[config.mk]
export PLATFORM = sky130hd
export DESIGN_NAME = mul_div_unit
export DESIGN_NICKNAME = d
export VERILOG_FILES = /design/src/rtl/mul_div_pkg.sv /design/src/rtl/mul_div_datapath.sv /design/src/rtl/mul_div_unit.sv
export SDC_FILE = /design/constraint.sdc
export NUM_CORES = 1
export LEC_CHECK = 0
export CAP_MARGIN = 25
export CORE_MARGIN = 5
export CORE_UTILIZATION = 54
export DETAILED_ROUTE_END_ITERATION = 16
export DONT_BUFFER_PORTS = 1
export HOLD_SLACK_MARGIN = 0.15
export PLACE_DENSITY = 0.69
export SETUP_SLACK_MARGIN = 0.4
export SLEW_MARGIN = 20
export SYNTH_ARGS = -nofsm -noshare
export SYNTH_HDL_FRONTEND = slang
export SYNTH_SLANG_ARGS = --single-unit
export TNS_END_PERCENT = 50
[constraint.sdc]
create_clock -name clk -period 3.2 [get_ports clk]
set_input_delay 0.8 -clock clk [delete_from_list [all_inputs] [get_ports clk]]
set_output_delay 0.8 -clock clk [all_outputs]
set_load 0.005 [all_outputs]
[src/rtl/mul_div_pkg.sv]
// Shared encodings for the iterative multiply/divide unit.
package mul_div_pkg;

    typedef enum logic {
        OP_MUL = 1'b0,
        OP_DIV = 1'b1
    } op_e;

    typedef enum logic [1:0] {
        S_IDLE = 2'd0,
        S_RUN  = 2'd1,
        S_DONE = 2'd2
    } state_e;

endpackage

[src/rtl/mul_div_datapath.sv]
// Iterative shift-add multiply / restoring divide, one step per cycle.
// Divide step is built only with MUL_DIV_UNIT_DIV_EN; otherwise DIV yields zero.
module mul_div_datapath
    import mul_div_pkg::*;
#(
    parameter int OPW = 16
) (
    input  logic             clk,
    input  logic             rst,
    input  logic             load,
    input  logic             step,
    input  op_e              op,
    input  logic [OPW-1:0]   op_a,
    input  logic [OPW-1:0]   op_b,
    output logic             last,
    output logic [2*OPW-1:0] result
);
    localparam int CW = $clog2(OPW + 1);

    // acc holds the product high half / partial remainder; sh holds the
    // multiplier being consumed / the dividend turning into the quotient.
    op_e            op_r;
    logic [OPW-1:0] b_r;
    logic [OPW-1:0] acc;
    logic [OPW-1:0] sh;
    logic [CW-1:0]  cnt;
    logic [OPW:0]   mul_sum;
    logic [OPW-1:0] acc_nxt;
    logic [OPW-1:0] sh_nxt;

    assign mul_sum = {1'b0, acc} + (sh[0] ? {1'b0, b_r} : '0);
    assign last    = (cnt == CW'(OPW - 1));

`ifdef MUL_DIV_UNIT_DIV_EN
    logic [OPW:0] rem_sh;
    assign rem_sh = {acc, sh[OPW-1]};

    // A zero divisor always "fits", giving all-ones quotient and rem = dividend.
    always_comb begin
        acc_nxt = mul_sum[OPW:1];
        sh_nxt  = {mul_sum[0], sh[OPW-1:1]};
        if (op_r == OP_DIV) begin
            if (rem_sh >= {1'b0, b_r}) begin
                acc_nxt = OPW'(rem_sh - {1'b0, b_r});
                sh_nxt  = {sh[OPW-2:0], 1'b1};
            end else begin
                acc_nxt = rem_sh[OPW-1:0];
                sh_nxt  = {sh[OPW-2:0], 1'b0};
            end
        end
    end

    assign result = {acc, sh};
`else
    always_comb begin
        acc_nxt = mul_sum[OPW:1];
        sh_nxt  = {mul_sum[0], sh[OPW-1:1]};
    end

    assign result = (op_r == OP_DIV) ? '0 : {acc, sh};
`endif

    always_ff @(posedge clk) begin
        if (rst) begin
            op_r <= OP_MUL;
            b_r  <= '0;
            acc  <= '0;
            sh   <= '0;
            cnt  <= '0;
        end else if (load) begin
            op_r <= op;
            b_r  <= (op == OP_DIV) ? op_b : op_a;
            acc  <= '0;
            sh   <= (op == OP_DIV) ? op_a : op_b;
            cnt  <= '0;
        end else if (step) begin
            acc  <= acc_nxt;
            sh   <= sh_nxt;
            cnt  <= cnt + 1'b1;
        end
    end

endmodule

[src/rtl/mul_div_unit.sv]
// Unsigned multiply/divide unit with register-file writeback handshake.
// Divide datapath is present only when MUL_DIV_UNIT_DIV_EN is defined.
module mul_div_unit
    import mul_div_pkg::*;
#(
    parameter int OPW  = 16,
    parameter int RESW = 2 * OPW,
    parameter int IDXW = 4
) (
    input  logic            clk,
    input  logic            rst,
    input  logic            in_valid,
    output logic            in_ready,
    input  logic            op,
    input  logic [OPW-1:0]  op_a,
    input  logic [OPW-1:0]  op_b,
    input  logic [IDXW-1:0] dest,
    output logic            wb_en,
    output logic [RESW-1:0] wb_data,
    output logic [IDXW-1:0] wb_reg,
    output logic            busy
);
    state_e             state;
    state_e             state_nxt;
    logic               accept;
    logic               last;
    logic [2*OPW-1:0]   result;
    logic [IDXW-1:0]    dest_r;

    assign accept = in_valid && in_ready;

    always_ff @(posedge clk) begin
        if (rst) state <= S_IDLE;
        else     state <= state_nxt;
    end

    always_comb begin
        state_nxt = state;
        case (state)
            S_IDLE:  if (accept) state_nxt = S_RUN;
            S_RUN:   if (last)   state_nxt = S_DONE;
            S_DONE:  state_nxt = S_IDLE;
            default: state_nxt = S_IDLE;
        endcase
    end

    always_comb begin
        in_ready = (state == S_IDLE);
        busy     = (state != S_IDLE);
        wb_en    = (state == S_DONE);
    end

    // Index is held with the result until the next request replaces it.
    always_ff @(posedge clk) begin
        if (rst)         dest_r <= '0;
        else if (accept) dest_r <= dest;
    end

    mul_div_datapath #(
        .OPW(OPW)
    ) u_dp (
        .clk    (clk),
        .rst    (rst),
        .load   (accept),
        .step   (state == S_RUN),
        .op     (op_e'(op)),
        .op_a   (op_a),
        .op_b   (op_b),
        .last   (last),
        .result (result)
    );

    assign wb_data = RESW'(result);
    assign wb_reg  = dest_r;

endmodule

== Word-level counts from Yosys, hierarchy flattened ==
Index checks and enable logic that the tools add are counted.

* Register bits after elaboration: 60
* Input bits: 40
* Output and inout bits: 39
* Logic and storage cells: 29

* Add/subtract/negate cells: 2
* Multiplexer cells: 9
* Eq/ne operators: 5
* Reductions and logical operators: 6

{| class="wikitable"
|+ Operators with widths
! kind !! number
|-
| $mux 16 || 5
|-
| $mux 32 || 1
|-
| $add 16x17->17 || 1
|-
| $add 5x1->5 const B || 1
|-
| $eq 5x4->1 const B || 1
|-
| $mux 2 || 2
|-
| $pmux 2 s2 || 1
|-
| $reduce_bool 2->1 || 2
|-
| $eq 2x1->1 const B || 1
|-
| $eq 2x2->1 const B || 1
|-
| $logic_not 2->1 || 1
|-
| $ne 2x1->1 const B || 1
|-
| $ne 2x2->1 const B || 1
|-
| $reduce_and 2->1 || 1
|-
| $reduce_or 2->1 || 1
|-
| $logic_and 1x1->1 || 1
|}

== Logic depth before layout (Yosys ltp) ==
* Depth after elaboration: 4
* Depth in mapped cells: 10
* Gate-level depth less buffers: 9

== Cells and area by module ==
A second synthesis with hierarchy kept.

* Cells, all modules: 431
* Area total of the unflattened synthesis: 3701.0 sq um

{| class="wikitable"
|+ Modules (own cells, without submodules)
! module !! cells an instance !! sequential area each (sq um) !! instances !! area an instance (sq um)
|-
| mul_div_datapath || 403 || 1081.0 || 1 || 3423.3
|-
| mul_div_unit || 28 || 120.1 || 1 || 277.8
|}

== Least setup slack after synthesis ==
No wires, ideal clock.

* Path kind: flip-flop to flip-flop
* Start point: register u_dp.sh[0]
* End point: register u_dp.acc[9]
* Data arrival time: 2.202 ns
* Required time: 3.073 ns
* Setup slack: 0.871 ns
* Buffers on the path: 1
* Library setup time: 0.127 ns
* Period minus slack after synthesis: 2.329 ns
* Cell stages (with the launch flop): 11
* Cell sequence: dfxtp_1 -> clkbuf_1 -> and2_1 -> ha_1 -> fa_1 -> a21o_1 -> a21boi_2 -> o21ai_0 -> o311ai_2 -> xor2_1 -> o21ai_0

* Word-level cells in the longest chain between the ends: 2

{| class="wikitable"
|+ RTL lines
! element !! line !! source
|-
| start, declared || mul_div_datapath.sv:25 || <nowiki>logic [OPW-1:0] sh;</nowiki>
|-
| start signal, assigned || mul_div_datapath.sv:74 || <nowiki>sh <= (op == OP_DIV) ? op_a : op_b;</nowiki>
|-
| start signal, assigned || mul_div_datapath.sv:78 || <nowiki>sh <= sh_nxt;</nowiki>
|-
| $mux 16 || mul_div_datapath.sv:31 || <nowiki>assign mul_sum = {1'b0, acc} + (sh[0] ? {1'b0, b_r} : '0);</nowiki>
|-
| $add 16x17->17 || mul_div_datapath.sv:31 ||
|-
| end signal, assigned || mul_div_datapath.sv:77 || <nowiki>acc <= acc_nxt;</nowiki>
|-
| end, declared || mul_div_datapath.sv:24 || <nowiki>logic [OPW-1:0] acc;</nowiki>
|}

No other way between the ends.
A chain may end at the register's enable or synchronous reset.

== Worst setup path in the final report ==
Same ends and word-level chain as after synthesis.

==> metrics <==
Worst R2R Path Depth 9; Peak VDD IR 0.0002737 V; final worst slack 0.6762 ns; Synth cell types 43; gr usage total 21.00%; Final Hold Fails 0; Worst path slowest cell dfxtp_1; Skew-Pair Late Insertion Delay 0.33 ns; DR DRC count 0; # resized after CTS 0; hold path cells 2; unrepaired setup endpoints after global routing no; hold_sp u_dp.acc[4]$_SDFFE_PP0P_; vias in the first global route 2,944; Avg Cell Area, Syn 8.337 µm²; drt first pass iters 5; H-tree level count 3; largest net degree at the start of global routing 44; pwr/cell area 480.5 nW/µm²; number of synthesized flops with an enable pin 0; top_reg_cell synth dfxtp_1; Setup crit start kind flop; WL final 8494 µm; R2R Setup Slk 0.68 ns; fin crit share 78.87%; Ports 79; Clock Skew 0.01136 ns; Hold Path Class flop to flop; die width 91.29 µm; CP cell instances and2_1 > ha_1 > fa_1 > a21o_1 > a21boi_2 > o21ai_0 > o311ai_2 > xor2_1 > o21ai_0; FF+latch count, synth 60; Worst R2R End u_dp.acc[9]$_SDFFE_PP0P_; non-filler cells, final 496; biggest regs u_dp.acc (16), u_dp.b_r (16), u_dp.sh (16); Worst Path Arrival 2.74 ns; commonest non-fill, non-tap cell in the layout nor2_1; clock-pin slew on the worst setup and hold paths 0.08 ns; share of cells above drive strength 1 7.637%; most numerous cell on the critical path o21ai_0; CTS Root Cell clkbuf_8; Hold Buf Count CTS 0; fmax 0.3962 GHz; CTS Sinks 60; reg2reg start u_dp.sh[0]$_SDFFE_PP0P_; hpwl dp 5988 µm; Post-CTS Setup Inserts 0; dpl cells 480; Rows 29; Area growth syn-to-layout 5.680%; Hold Path End u_dp.acc[4]$_SDFFE_PP0P_; global-route wire length before repair 14,370 µm; P_leak 1.594 nW; yosys warns 0; Initial Utilization 55.88%; crit path buf inv count 0; core area 6386 µm²; Via Count 2,944; Worst-Margin Slew 0.9188 ns; Post-Syn Area 3568 µm²; Setup crit end kind flop; CP top delay family compound AO/OA/AOI/OAI gates; Die Area 8334 µm²; total CTS buffers 9; port bufs 0; Die H 91.29 µm; GP Congestion 0.8603; critical path type flop to flop; most frequent cells in the layout 61 x nor2_1, 60 x dfxtp_1, 34 x nand2_1, 33 x nor2b_1, 32 x mux2i_1; Req. time, crit path 3.41 ns; antenna diode count 0; Max Slew Vio Count 0; CP peak stage delay 0.44 ns; # setup viols final 0; Detailed Route Iter0 Violations 98; clock buffer depth 2; Fin Setup TNS 0 ns; Post-Syn Nets 487; min Tclk post-route 2.524 ns; slew margin rel. 38.60%; Final ANT Viol Nets 0; post-synthesis async set-or-reset flop share 0%; TritonCTS clock tree yes; total power 0.001812 W; status complete, no violations; initial antenna violation count 0; nets@finish 473; Setup WS pre-CTS 0.6822 ns; maxcap violations 0; grt ovf 0; Seq/Total Area, Yosys 33.66%; Cells after Synth 428; post-layout util 59.05%; worst-path maximum fanout 18; post-DR wirelength/cell 17.13 µm; vias per cell 5.935
[worst reg2reg max path, delay by kind of cell, from the launching register on]
kind	cells	cell delay, ns
AO/OA/AOI/OAI	5	0.98
XOR/XNOR	1	0.16
adder cells (fa/ha/maj)	2	0.64
flip-flops	1	0.44
AND/OR/NAND/NOR	1	0.20
[cells in the mapped netlist, types with 3 or more instances]
| cell type | n | area (µm²) |
|---|---|---|
| nor2_1 | 61 | 229.0 |
| and3_1 | 3 | 18.77 |
| dfxtp_1 | 60 | 1201 |
| nand2_1 | 34 | 127.6 |
| a21oi_1 | 28 | 140.1 |
| a211oi_1 | 20 | 150.1 |
| clkbuf_1 | 16 | 60.06 |
| nand3_1 | 10 | 50.05 |
| xnor2_1 | 9 | 78.83 |
| xor2_1 | 6 | 52.55 |
| a221oi_1 | 16 | 140.1 |
| inv_1 | 3 | 11.26 |
| a31oi_1 | 3 | 18.77 |
| o211ai_1 | 3 | 22.52 |
| and2_1 | 17 | 106.4 |
| mux2i_1 | 32 | 320.3 |
| ha_1 | 18 | 225.2 |
| buf_2 | 8 | 40.04 |
| a21o_1 | 3 | 22.52 |
| or3_1 | 3 | 18.77 |
| o21ai_0 | 14 | 70.07 |
| nor3_1 | 3 | 15.01 |
| nor2b_1 | 34 | 212.7 |
[per-layer routing]
metal  routed length (µm)  share of wire [%]  up-vias  global-route usage [%]
li1                     -                  -     1485                       -
met1                 3857                 45     1346                   27.11
met2                 3785                 45       94                   33.11
met3                  634                7.5       19                   6.694
met4                  217                2.6        0                   7.213
met5                    0                  0        -                       0
[cells by family after synthesis]
logic type / after synthesis / share of synthesized area [%]
AND/OR/NAND/NOR: 176 / 24.12
AO/OA/AOI/OAI: 94 / 17.92
flip-flops: 60 / 33.66
multiplexers: 33 / 9.397
buffers and inverters: 31 / 4.348
adder cells (fa/ha/maj): 19 / 6.873
XOR/XNOR: 15 / 3.682
[how the worst max path moves through the flow]
stage	start	endpoint	slack (ns)	depth (start not counted)
2_1_floorplan	u_dp.sh[0]$_SDFFE_PP0P_	u_dp.acc[9]$_SDFFE_PP0P_	0.87	10
3_3_place_gp	u_dp.sh[0]$_SDFFE_PP0P_	u_dp.acc[9]$_SDFFE_PP0P_	0.79	9
3_5_place_dp	u_dp.sh[0]$_SDFFE_PP0P_	u_dp.acc[9]$_SDFFE_PP0P_	0.68	9
4_1_cts	u_dp.sh[0]$_SDFFE_PP0P_	u_dp.acc[9]$_SDFFE_PP0P_	0.67	9
5_1_grt	u_dp.sh[0]$_SDFFE_PP0P_	u_dp.acc[9]$_SDFFE_PP0P_	0.42	8
6_report	u_dp.sh[0]$_SDFFE_PP0P_	u_dp.acc[9]$_SDFFE_PP0P_	0.68	9
[metrics by stage]
stage / hold slack [ns] / instance area, µm²
floorplan: 0.4422 / 3568
global placement: 0.4610 / 3546
detailed placement: 0.4712 / 3546
CTS: 0.4832 / 3771
global route: 0.4916 / 3771
finish: 0.4766 / 3771
[where the power goes]
part	total (W)	leakage (nW)	internal, W	switching (W)
clock network	0.000780	0.105	0.000458	0.000322
logic	0.000211	0.998	0.0000857	0.000125
registers	0.000820	0.491	0.000789	0.0000312
total	0.00181	1.59	0.00133	0.000479
[layout make-up]
| cell class | count | area (µm²) |
|---|---|---|
| Clock inverter | 6 | 87.58 |
| Inverter | 3 | 11.26 |
| Multi-Input combinational cell | 337 | 2215 |
| Fill cell | 602 | 2615 |
| Tap cell | 77 | 96.34 |
| Timing Repair Buffer | 3 | 22.52 |
| Sequential cell | 60 | 1201 |
| Clock buffer | 10 | 137.6 |
Note: power is estimated with default switching activity, not from simulation.
==> variant 1: new RTL, same flow settings <==
The option `MUL_DIV_UNIT_DIV_EN` is turned on by a define.
--- a/src/rtl/mul_div_datapath.sv
+++ b/src/rtl/mul_div_datapath.sv
@@ -1,5 +1,7 @@
 // Iterative shift-add multiply / restoring divide, one step per cycle.
 // Divide step is built only with MUL_DIV_UNIT_DIV_EN; otherwise DIV yields zero.
+`define MUL_DIV_UNIT_DIV_EN
+
 module mul_div_datapath
     import mul_div_pkg::*;
 #(
Behaviour: not the same (Yosys sat finds a counterexample within 4 cycles, from zero or initial values and one cycle with rst high).
==> variant 1 against the original RTL <==
- global-route usage increased by 3.8 points
- synthesized area increased by 29%
- total power increased by 28%
- sequential cell count unchanged
- cell area increased by 36%
- worst setup slack got worse by 0.24 ns
- hold slack about the same
- routed wire length increased by 56%
- via count increased by 46%
==> variant 1: results <==
run_status:
  status: "completed"
global_routing:
  grt_pass1_wl_um: 20600
  grt_pass1_vias: 4178
  met1_usage_pct: 32.9
  use_met3_pct: 5.60
  use_met2_pct: 39.0
final_layout:
  multi_input_cells: 448
  bufAreaShareNonClock_pct: 3.44
  drive_above_1_share_pct: 14.7
  register_area_um2: 1210
  n_all_inverters: 25
  fill_cells: 738
pwr:
  cellLeakagePower_nw: 2.15
timing:
  hold-worst-slack_ns: 0.476
  fin_skew_ns: 0.0131
  tightest_slew_ns: 0.813
  finalCriticalPeriod_ns: 2.77
place:
  place_hpwl_um: 9390
  dp_slack_ns: 0.319
clocking:
  clk-insertion-delay-late_ns: 0.35
  cts_resized: 10
  post_cts_buffers: 1
setup_path:
  crit_slowest_cell: "ha_2"
  endpoint: "u_dp.acc[10]$_SDFFE_PP0P_"
  reg2reg_from: "u_dp.b_r[10]$_SDFFE_PP0P_"
  reg2reg_depth: 11
synthesis:
  synth_area_leaders: "dfxtp_1 (26%), mux2i_1 (12%), ha_1 (9.3%)"
  synth.distinct_cells: 59
detailed_routing:
  wl_um: 13200
  dr_wl_met2_um: 6040
variant 1: cell count changes after synthesis, sizes merged, moves of 7 or more:
cell,change
nand3,-7
clkbuf,+7
mux2i,+21
inv,+22
nor2b,-30
o21ai,+13
nor3,+7
a21oi,+10
ha,+16
o21a,+15
a221oi,-7
variant 1: worst max-delay path: cells and delay by family, from the launching register on:
kind	cells	cell delay (ns)
flops	1	0.38
simple gates	4	0.79
fa+ha+maj	1	0.40
compound gates	4	0.85
buf+inv	2	0.26
variant 1: power by group:
part / total, W / switching [W] / internal (W)
clock network: 0.000797 / 0.000355 / 0.000442
logic: 0.000651 / 0.000355 / 0.000296
registers: 0.000869 / 0.0000688 / 0.000800
variant 1: kinds of logic after synthesis:
| family | synth area share [%] |
|---|---|
| and+or+nand+nor | 16.2 |
| adders and majority gates | 10.1 |
| buffers and inverters | 4.99 |
| muxes | 12.8 |
| xor gates and xnor gates | 4.20 |
| AOI/OAI and AO/OA | 25.6 |
| DFF | 26.2 |
==> variant 2: new RTL, config.mk and constraints unchanged <==
Made on the original files. Reset style: asynchronous (`rst`), changed in 3 clocked blocks.
--- a/src/rtl/mul_div_datapath.sv
+++ b/src/rtl/mul_div_datapath.sv
@@ -60,7 +60,7 @@
     assign result = (op_r == OP_DIV) ? '0 : {acc, sh};
 `endif
 
-    always_ff @(posedge clk) begin
+    always_ff @(posedge clk or posedge rst) begin
         if (rst) begin
             op_r <= OP_MUL;
             b_r  <= '0;
--- a/src/rtl/mul_div_unit.sv
+++ b/src/rtl/mul_div_unit.sv
@@ -29,7 +29,7 @@
 
     assign accept = in_valid && in_ready;
 
-    always_ff @(posedge clk) begin
+    always_ff @(posedge clk or posedge rst) begin
         if (rst) state <= S_IDLE;
         else     state <= state_nxt;
     end
@@ -51,7 +51,7 @@
     end
 
     // Index is held with the result until the next request replaces it.
-    always_ff @(posedge clk) begin
+    always_ff @(posedge clk or posedge rst) begin
         if (rst)         dest_r <= '0;
         else if (accept) dest_r <= dest;
     end
Behaviour: differs if rst is asserted again (counterexample within 4 cycles, from zero or initial values and one cycle with rst high); with rst held inactive, the same outputs for 4 cycles.
==> variant 2 against the original RTL <==
- worst setup slack better by 0.012 ns
- cell area grew 6.8%
- global-route usage shrank 0.25 points
- synthesized area up 4.1%
- sequential cell count stayed put
- clock skew decreased by 0.0058 ns
- routed wire length is 1.1% lower
- critical endpoint is now u_dp.acc[13]$_DFFE_PP0P_
Power is not compared: it rests on default switching activity, and its combinational part moved more than twofold at a synthesized area within 25%.
==> variant 2: results <==
synthesis:
  syn_nets: 457
  synth.distinct_cells: 35
  synthArstFlopShare_pct: 100
  synthTopCellsByCount: "dfrtp_1 (60), nand2_1 (36), nor2b_1 (36)"
  ys_seq_area_share_pct: 40.4
  synth_area_leaders: "dfrtp_1 (40%), mux2i_1 (9.4%), ha_1 (6.1%)"
detailed_routing:
  viasPerCell: 5.98
  drt-wirelength-per-cell_um: 17.6
  dr_wl_met2_um: 3840
  drt-pass1-iter-count: 4
  met3_length_um: 555
  wl_met1_um: 3870
clocking:
  post_cts_buffers: 0
  clk-insertion-delay-late_ns: 0.34
place:
  place_hpwl_um: 6140
  gp_congestion: 0.907
global_routing:
  grt_max_degree: 39
  grt_pass1_wl_um: 14100
  grt_pass1_vias: 2904
  grt_util_all_layers_pct: 20.7
final_layout:
  reg_top3: "u_dp.acc x16, u_dp.b_r x16, u_dp.sh x16"
  layout.nets: 452
  drive_above_1_share_pct: 9.30
  fill_cells: 598
timing:
  fin_skew_ns: 0.00556
  tightest_slew_ns: 0.644
worst_hold_path:
  hp-class: "in2async"
setup_path:
  cp-startpoint: "u_dp.sh[0]$_DFFE_PP0P_"
  reg2reg_depth: 10
run_status:
  status: "completed"
variant 2: cell count changes in the layout (fill, tap and decap cells not counted), sizes merged, moves of 11 or more:
cell    before  now
a211oi      20    0
a21oi       28   17
a221o        0   17
a221oi      16    1
dfrtp        0   60
dfxtp       60    0
nor2        63   26
o21ai       14   43
variant 2: worst max-delay path, stage by stage, from the launching register on:
cell	delay, ns
dfrtp_2	0.49
and2_1	0.16
ha_1	0.18
inv_1	0.06
fa_1	0.39
nand2b_1	0.18
a21oi_1	0.22
o2111ai_1	0.23
a31oi_1	0.26
xnor2_1	0.15
o21ai_1	0.07
variant 2: per-layer routing:
| metal | GRT usage [%] | vias up |
|---|---|---|
| li1 | - | 1410 |
| met1 | 28.0 | 1359 |
| met2 | 32.2 | 80 |
| met3 | 4.79 | 11 |
| met4 | 8.42 | 0 |
| met5 | 0 | - |
variant 2: layout make-up:
class	instances	area [um^2]	share of cell area, %
tap	80	100	2.49
clock inverter	6	87.6	2.18
inverter	7	26.3	0.653
timing repair buffer	8	72.6	1.80
clock buffer	10	138	3.42
multi-input combinational	307	2100	52.1
sequential	60	1500	37.3
variant 2: worst min-delay path by stage:
stage                        startpoint                       end  slack, ns  depth (start not counted)
3_5_place_dp    u_dp.b_r[6]$_DFFE_PP0P_   u_dp.b_r[6]$_DFFE_PP0P_       0.47                          2
3_3_place_gp   u_dp.b_r[10]$_DFFE_PP0P_  u_dp.b_r[10]$_DFFE_PP0P_       0.45                          2
5_1_grt                             rst     wb_reg[1]$_DFFE_PP0P_       0.19                          1
6_report                            rst     wb_reg[1]$_DFFE_PP0P_       0.21                          1
2_1_floorplan   u_dp.b_r[0]$_DFFE_PP0P_   u_dp.b_r[0]$_DFFE_PP0P_       0.44                          2
4_1_cts                             rst     wb_reg[1]$_DFFE_PP0P_       0.20                          1
variant 2: kinds of logic after synthesis:
family                     after synthesis  synth area share (%)
and+or+nand+nor                        142                  19.2
AOI/OAI and AO/OA                       94                  16.8
DFF                                     60                  40.4
muxes                                   40                  11.0
buffers and inverters                   31                  3.20
adders and majority gates               19                  6.60
xor gates and xnor gates                12                  2.83
variant 2: report_power, final:
group / total [W] / switching (W) / internal (W)
clock: 0.000784 / 0.000324 / 0.000460
combinational: 0.00189 / 0.00103 / 0.000856
sequential: 0.00146 / 0.000327 / 0.00114
total: 0.00414 / 0.00169 / 0.00245
variant 2: per-stage QoR:
step,area (um^2),setup slack (ns),hold slack (ns),cells
2_1_floorplan,3710,0.822,0.442,398
3_3_place_gp,3800,0.712,0.454,462
3_5_place_dp,3800,0.609,0.467,462
4_1_cts,4030,0.578,0.197,478
5_1_grt,4030,0.504,0.193,478
6_report,4030,0.688,0.210,478
